--- config.mk ---
export PLATFORM = sky130hd
export DESIGN_NAME = accum_requantizer
export DESIGN_NICKNAME = d
export VERILOG_FILES = /design/src/rtl/accum_requantizer.sv
export SDC_FILE = /design/constraint.sdc
export NUM_CORES = 1
export LEC_CHECK = 0
export ABC_AREA = 1
export BUFFER_PORTS_ARGS = -buffer_cell sky130_fd_sc_hd__buf_4
export CORE_ASPECT_RATIO = 0.7
export CORE_MARGIN = 2
export CORE_UTILIZATION = 60
export CTS_BUF_LIST = sky130_fd_sc_hd__clkbuf_8
export DETAILED_ROUTE_END_ITERATION = 8
export GPL_TIMING_DRIVEN = 0
export PLACE_DENSITY = 0.89
export SETUP_SLACK_MARGIN = 0.4
export SYNTH_ARGS = -nofsm -noshare
export SYNTH_HDL_FRONTEND = slang
export SYNTH_SLANG_ARGS = --single-unit
--- constraint.sdc ---
create_clock -name clk -period 8.2 [get_ports clk]
set_clock_uncertainty 0.2 [all_clocks]
set_input_delay 0.82 -clock clk [delete_from_list [all_inputs] [get_ports clk]]
set_output_delay 0.82 -clock clk [all_outputs]
set_load 0.005 [all_outputs]
--- src/rtl/accum_requantizer.sv ---
// Requantizes the final partial sum of an upstream accumulator tree: captures the
// last partial of each sum, rounds/shifts/saturates it, and queues it in a 2-deep FIFO.
module accum_requantizer #(
  parameter int ACC_BITWIDTH = 10,
  parameter int OUT_BITWIDTH = 8,
  parameter int LOG2_NO_IN   = 1,
  parameter int LOOP_BW      = 8,
  parameter int SHIFT_BW     = 4
) (
  input  logic                           clk,
  input  logic                           rst,
  input  logic                           new_sum,
  input  logic signed [ACC_BITWIDTH-1:0] acc_in,
  input  logic        [LOOP_BW-1:0]      loops,
  input  logic        [SHIFT_BW-1:0]     shift,
  input  logic                           relu_en,
  output logic signed [OUT_BITWIDTH-1:0] out_data,
  output logic                           out_valid,
  input  logic                           out_ready,
  output logic        [2:0]              err_flags
);
  localparam int D = LOG2_NO_IN + 1;
  localparam logic signed [ACC_BITWIDTH:0] SMAX = (ACC_BITWIDTH+1)'((2**(OUT_BITWIDTH-1)) - 1);
  localparam logic signed [ACC_BITWIDTH:0] SMIN = (ACC_BITWIDTH+1)'(-(2**(OUT_BITWIDTH-1)));
  localparam logic signed [OUT_BITWIDTH-1:0] OMAX = {1'b0, {(OUT_BITWIDTH-1){1'b1}}};
  localparam logic signed [OUT_BITWIDTH-1:0] OMIN = {1'b1, {(OUT_BITWIDTH-1){1'b0}}};

  logic [D-1:0]         ns_pipe;
  logic                 ns_d;
  logic                 active;
  logic [LOOP_BW-1:0]   cnt, loops_h;
  logic [SHIFT_BW-1:0]  shift_h;
  logic                 relu_h;

  logic [LOOP_BW-1:0]   lim_in, cur_lim, cur_cnt;
  logic [SHIFT_BW-1:0]  cur_shift;
  logic                 cur_relu, cur_active, cap, short_sum;
  logic signed [ACC_BITWIDTH-1:0] v;
  logic        [ACC_BITWIDTH:0]   rnd;
  logic signed [ACC_BITWIDTH:0]   r_next;

  logic                           v1, v2;
  logic signed [ACC_BITWIDTH:0]   r1, s;
  logic        [SHIFT_BW-1:0]     sh1;
  logic signed [OUT_BITWIDTH-1:0] s2, sat_val;
  logic                           sat;

  logic signed [OUT_BITWIDTH-1:0] mem [2];
  logic                           wr_ptr, rd_ptr;
  logic [1:0]                     count;
  logic                           pop, push_ok, drop;

  assign ns_d = ns_pipe[D-1];

  // The ns_d cycle itself is count 0 of the new sum, so its parameters apply immediately.
  always_comb begin
    lim_in     = (loops == '0) ? LOOP_BW'(1) : loops;
    cur_lim    = ns_d ? lim_in  : loops_h;
    cur_shift  = ns_d ? shift   : shift_h;
    cur_relu   = ns_d ? relu_en : relu_h;
    cur_cnt    = ns_d ? '0      : cnt;
    cur_active = ns_d | active;
    cap        = cur_active && (cur_cnt == cur_lim - 1'b1);
    short_sum  = ns_d && active && (cnt != loops_h - 1'b1);
    v          = (cur_relu && acc_in < 0) ? '0 : acc_in;
    rnd        = '0;
    if (cur_shift != '0)
      rnd = {{ACC_BITWIDTH{1'b0}}, 1'b1} << (cur_shift - 1'b1);
    r_next     = $signed({v[ACC_BITWIDTH-1], v}) + $signed(rnd);
  end

  always_comb begin
    s       = r1 >>> sh1;
    sat     = 1'b0;
    sat_val = s[OUT_BITWIDTH-1:0];
    if (s > SMAX) begin
      sat_val = OMAX;
      sat     = 1'b1;
    end else if (s < SMIN) begin
      sat_val = OMIN;
      sat     = 1'b1;
    end
  end

  assign out_valid = (count != 2'd0);
  assign out_data  = mem[rd_ptr];
  assign pop       = out_valid && out_ready;
  assign push_ok   = v2 && (count != 2'd2 || pop);
  assign drop      = v2 && count == 2'd2 && !pop;

  always_ff @(posedge clk or posedge rst) begin
    if (rst) begin
      ns_pipe   <= '0;
      active    <= 1'b0;
      cnt       <= '0;
      loops_h   <= '0;
      shift_h   <= '0;
      relu_h    <= 1'b0;
      v1        <= 1'b0;
      r1        <= '0;
      sh1       <= '0;
      v2        <= 1'b0;
      s2        <= '0;
      err_flags <= '0;
    end else begin
      ns_pipe <= (ns_pipe << 1) | D'(new_sum);
      if (ns_d) begin
        loops_h <= lim_in;
        shift_h <= shift;
        relu_h  <= relu_en;
      end
      if (cap) active <= 1'b0;
      else if (cur_active) begin
        active <= 1'b1;
        cnt    <= cur_cnt + 1'b1;
      end
      if (short_sum) err_flags[0] <= 1'b1;
      v1 <= cap;
      if (cap) begin
        r1  <= r_next;
        sh1 <= cur_shift;
      end
      v2 <= v1;
      if (v1) begin
        s2 <= sat_val;
        if (sat) err_flags[2] <= 1'b1;
      end
      if (drop) err_flags[1] <= 1'b1;
    end
  end

  // Output FIFO; a full FIFO still accepts a push when the head pops on the same edge.
  always_ff @(posedge clk or posedge rst) begin
    if (rst) begin
      mem[0] <= '0;
      mem[1] <= '0;
      wr_ptr <= 1'b0;
      rd_ptr <= 1'b0;
      count  <= 2'd0;
    end else begin
      if (push_ok) begin
        mem[wr_ptr] <= s2;
        wr_ptr      <= ~wr_ptr;
      end
      if (pop) rd_ptr <= ~rd_ptr;
      case ({push_ok, pop})
        2'b10:   count <= count + 2'd1;
        2'b01:   count <= count - 2'd1;
        default: count <= count;
      endcase
    end
  end
endmodule

==> flow_summary.json <==
{
  "status": "complete, no violations",
  "critPathTopFamily": "compound AO/OA/AOI/OAI gates",
  "syn-cell-area_um2": 4750,
  "ctsResizeCount": 0,
  "grt_pass1_vias": 4087,
  "clk_pin_slew_ns": 0.08,
  "die_h_um": 78.5,
  "antennaDiodeCount": 0,
  "async_reset_ff_frac": 1.00,
  "crit_path_top_delay_cell": "a21oi_1",
  "post-dp-hpwl_mm": 8.31,
  "maxSlewHeadroom": 0.419,
  "rsz0062_at_grt": "false",
  "finalSetupTns_ns": 0,
  "synth_edf_count": 0,
  "worstMarginPinSlew_ns": 0.871,
  "holdPathStages": 0,
  "r2r-end": "r1[8]$_DFFE_PP0P_",
  "whs_endpoint": "ns_pipe[1]$_DFF_PP0_",
  "fmax_mhz": 271,
  "cp.arrival_ns": 3.74,
  "wire_per_inst_um": 13.5,
  "hold_buffers": 0,
  "area_growth_pct": 12.6,
  "die_area_um2": 8660,
  "drt-total-wl_mm": 11.1,
  "avgViaCountPerCell": 5.44,
  "grt_max_degree": 73,
  "synth_ff_type": "dfrtp_1",
  "gp_congestion": 0.940,
  "r2r_setup_slack_ns": 4.51,
  "reg2regPathDepth": 14,
  "synth_seq_cells": 72,
  "synthesis.nets": 711,
  "io_pins": 39,
  "final_antenna_net_count": 0,
  "start_util": 0.612,
  "grt_pass1_wl_mm": 18.8,
  "p_clk_frac": 0.212,
  "seq_power_share": 0.381,
  "num_vias": 4483,
  "core_um2": 7770,
  "cts_buffers": 9,
  "crit_chain": "buf_4, buf_2, nand2_1, a21oi_1, nor2_1, ha_1, clkbuf_1, a21oi_1, o21ai_0, a21oi_1, nor2_1, nor2_1, xor2_1, o21ai_2",
  "r2r-start": "ns_pipe[1]$_DFF_PP0_",
  "crit_required_ns": 8.25,
  "hold_start": "ns_pipe[0]$_DFF_PP0_",
  "drive_gt1_frac": 0.137,
  "crit_type": "reg -> reg",
  "clock_latency_ns": 0.36,
  "ir_drop_mv": 0.146,
  "hold_violations": 0,
  "seq_area_frac_synth": 0.379,
  "min_period_ns": 3.69,
  "clock-sinks": 72,
  "die-width_um": 110,
  "antenna_found_initial": 0,
  "pwr-share-comb": 0.407,
  "drv_slew": 0,
  "maxCapViolations": 0,
  "fin_area_um2": 5350,
  "io_buffers": 38,
  "dr.first_iter.drc_count": 447,
  "layout_common_cells": "nand2_1, inv_1, dfrtp_1",
  "worstPathMaxFanout": 10,
  "p_leak_uw": 0.00280,
  "grt-ovfl-total": 0,
  "synthCells": 669,
  "drc": 0,
  "synth-warning-count": 0,
  "place_area_um2": 5170,
  "switching_share": 0.425,
  "p_sw_uw": 541,
  "final_nets": 760,
  "holdCritPathClass": "reg -> reg",
  "cts_tree": "done",
  "avgSynthCellArea_um2": 7.10,
  "drt-pass1-iter-count": 6,
  "cts_setup_buffers": 0,
  "layout_setup_ws_ns": 4.51,
  "synthDistinctLibCells": 41,
  "end_kind": "flop",
  "placementRows": 27,
  "crit_path_max_incr_delay_ns": 0.58,
  "p_int_uw": 733,
  "grtUsageTotal": 0.278,
  "clockBufferDepth": 2,
  "clock-root-buffer": "clkbuf_8",
  "p_per_area_nw_per_um2": 238,
  "layout_commonest_cell": "nand2_1",
  "finalSetupViolations": 0,
  "h-tree-depth": 3,
  "start_kind": "flop",
  "dpl_worst_slack_ns": 4.48,
  "min_period_over_period": 0.450,
  "path_buf_inv": 3
}
==> area by class of cell <==
class,count,area [µm²]
buffer,17,95.1
clock buffer,9,124
clock inverter,7,62.6
fill,665,2420
inverter,98,370
multi-input combinational,482,2490
sequential,72,1800
tap,101,126
timing repair buffer,38,285
==> worst max path at each step <==
stage / end / cells after the start / startpoint / slack [ns]
2_1_floorplan: r1[8]$_DFFE_PP0P_ / 15 / shift[1] / 5.09
3_3_place_gp: shift_h[1]$_DFF_PP0_ / 2 / rst / 4.57
3_5_place_dp: r1[8]$_DFFE_PP0P_ / 16 / shift[1] / 4.48
4_1_cts: r1[8]$_DFFE_PP0P_ / 14 / ns_pipe[1]$_DFF_PP0_ / 4.53
5_1_grt: r1[8]$_DFFE_PP0P_ / 14 / ns_pipe[1]$_DFF_PP0_ / 4.18
6_report: r1[8]$_DFFE_PP0P_ / 14 / ns_pipe[1]$_DFF_PP0_ / 4.51
==> synth_stat cells, drive strengths merged, types with 4 or more instances <==
cell	n	share of area
xor2	23	0.042
nor2	57	0.050
nand3	43	0.046
xnor2	4	0.0074
o22ai	5	0.0066
nand2	223	0.19
nand4	12	0.019
a21oi	16	0.017
clkbuf	9	0.0071
nor3	8	0.0084
or2	5	0.0066
buf	8	0.013
o21ai	52	0.063
ha	14	0.037
dfrtp	72	0.38
inv	96	0.076
==> power groups by stage <==
stage | logic, µW | registers [µW] | clock network (µW)
2_1_floorplan | 381 | 476 | 0
3_3_place_gp | 482 | 486 | 0
3_5_place_dp | 506 | 490 | 0
4_1_cts | 510 | 483 | 273
5_1_grt | 589 | 494 | 292
6_report | 518 | 485 | 270
==> flip-flops by register name, summed over array words and instances (netlist names), 2 cells and up <==
name,cells
cnt,8
count,2
err_flags,3
loops_h,8
mem,16
ns_pipe,2
r1,11
s2,8
sh1,4
shift_h,4
==> cells by family (layout without fill, tap and decap cells) <==
logic type / Yosys count / count (layout) / synth area share
simple gates: 351 / 351 / 0.321
fa+ha+maj: 15 / 15 / 0.0411
xor+xnor: 27 / 27 / 0.0498
buf+inv: 115 / 169 / 0.0974
flops: 72 / 72 / 0.379
compound gates: 89 / 89 / 0.111
==> through the flow <==
step                      utilization  hold slack, ns  total power (µW)  cells
after floorplan                     -           0.131               857    669
after global placement          0.665           0.133               968    808
after detailed placement        0.665           0.146               995    808
after CTS                       0.689           0.168              1270    824
after global routing            0.689           0.187              1370    824
final                           0.689           0.169              1270    824
==> per-layer routing <==
metal  part of all wire  up-vias  GRT usage  wire (µm)
li1                   -     2218          -          -
met1               0.47     2090      0.391       5180
met2               0.45      164      0.433       5010
met3              0.071       11     0.0640        785
met4             0.0090        0     0.0700        100
met5                  0        -          0          0
Note: power is estimated with default switching activity, not from simulation.
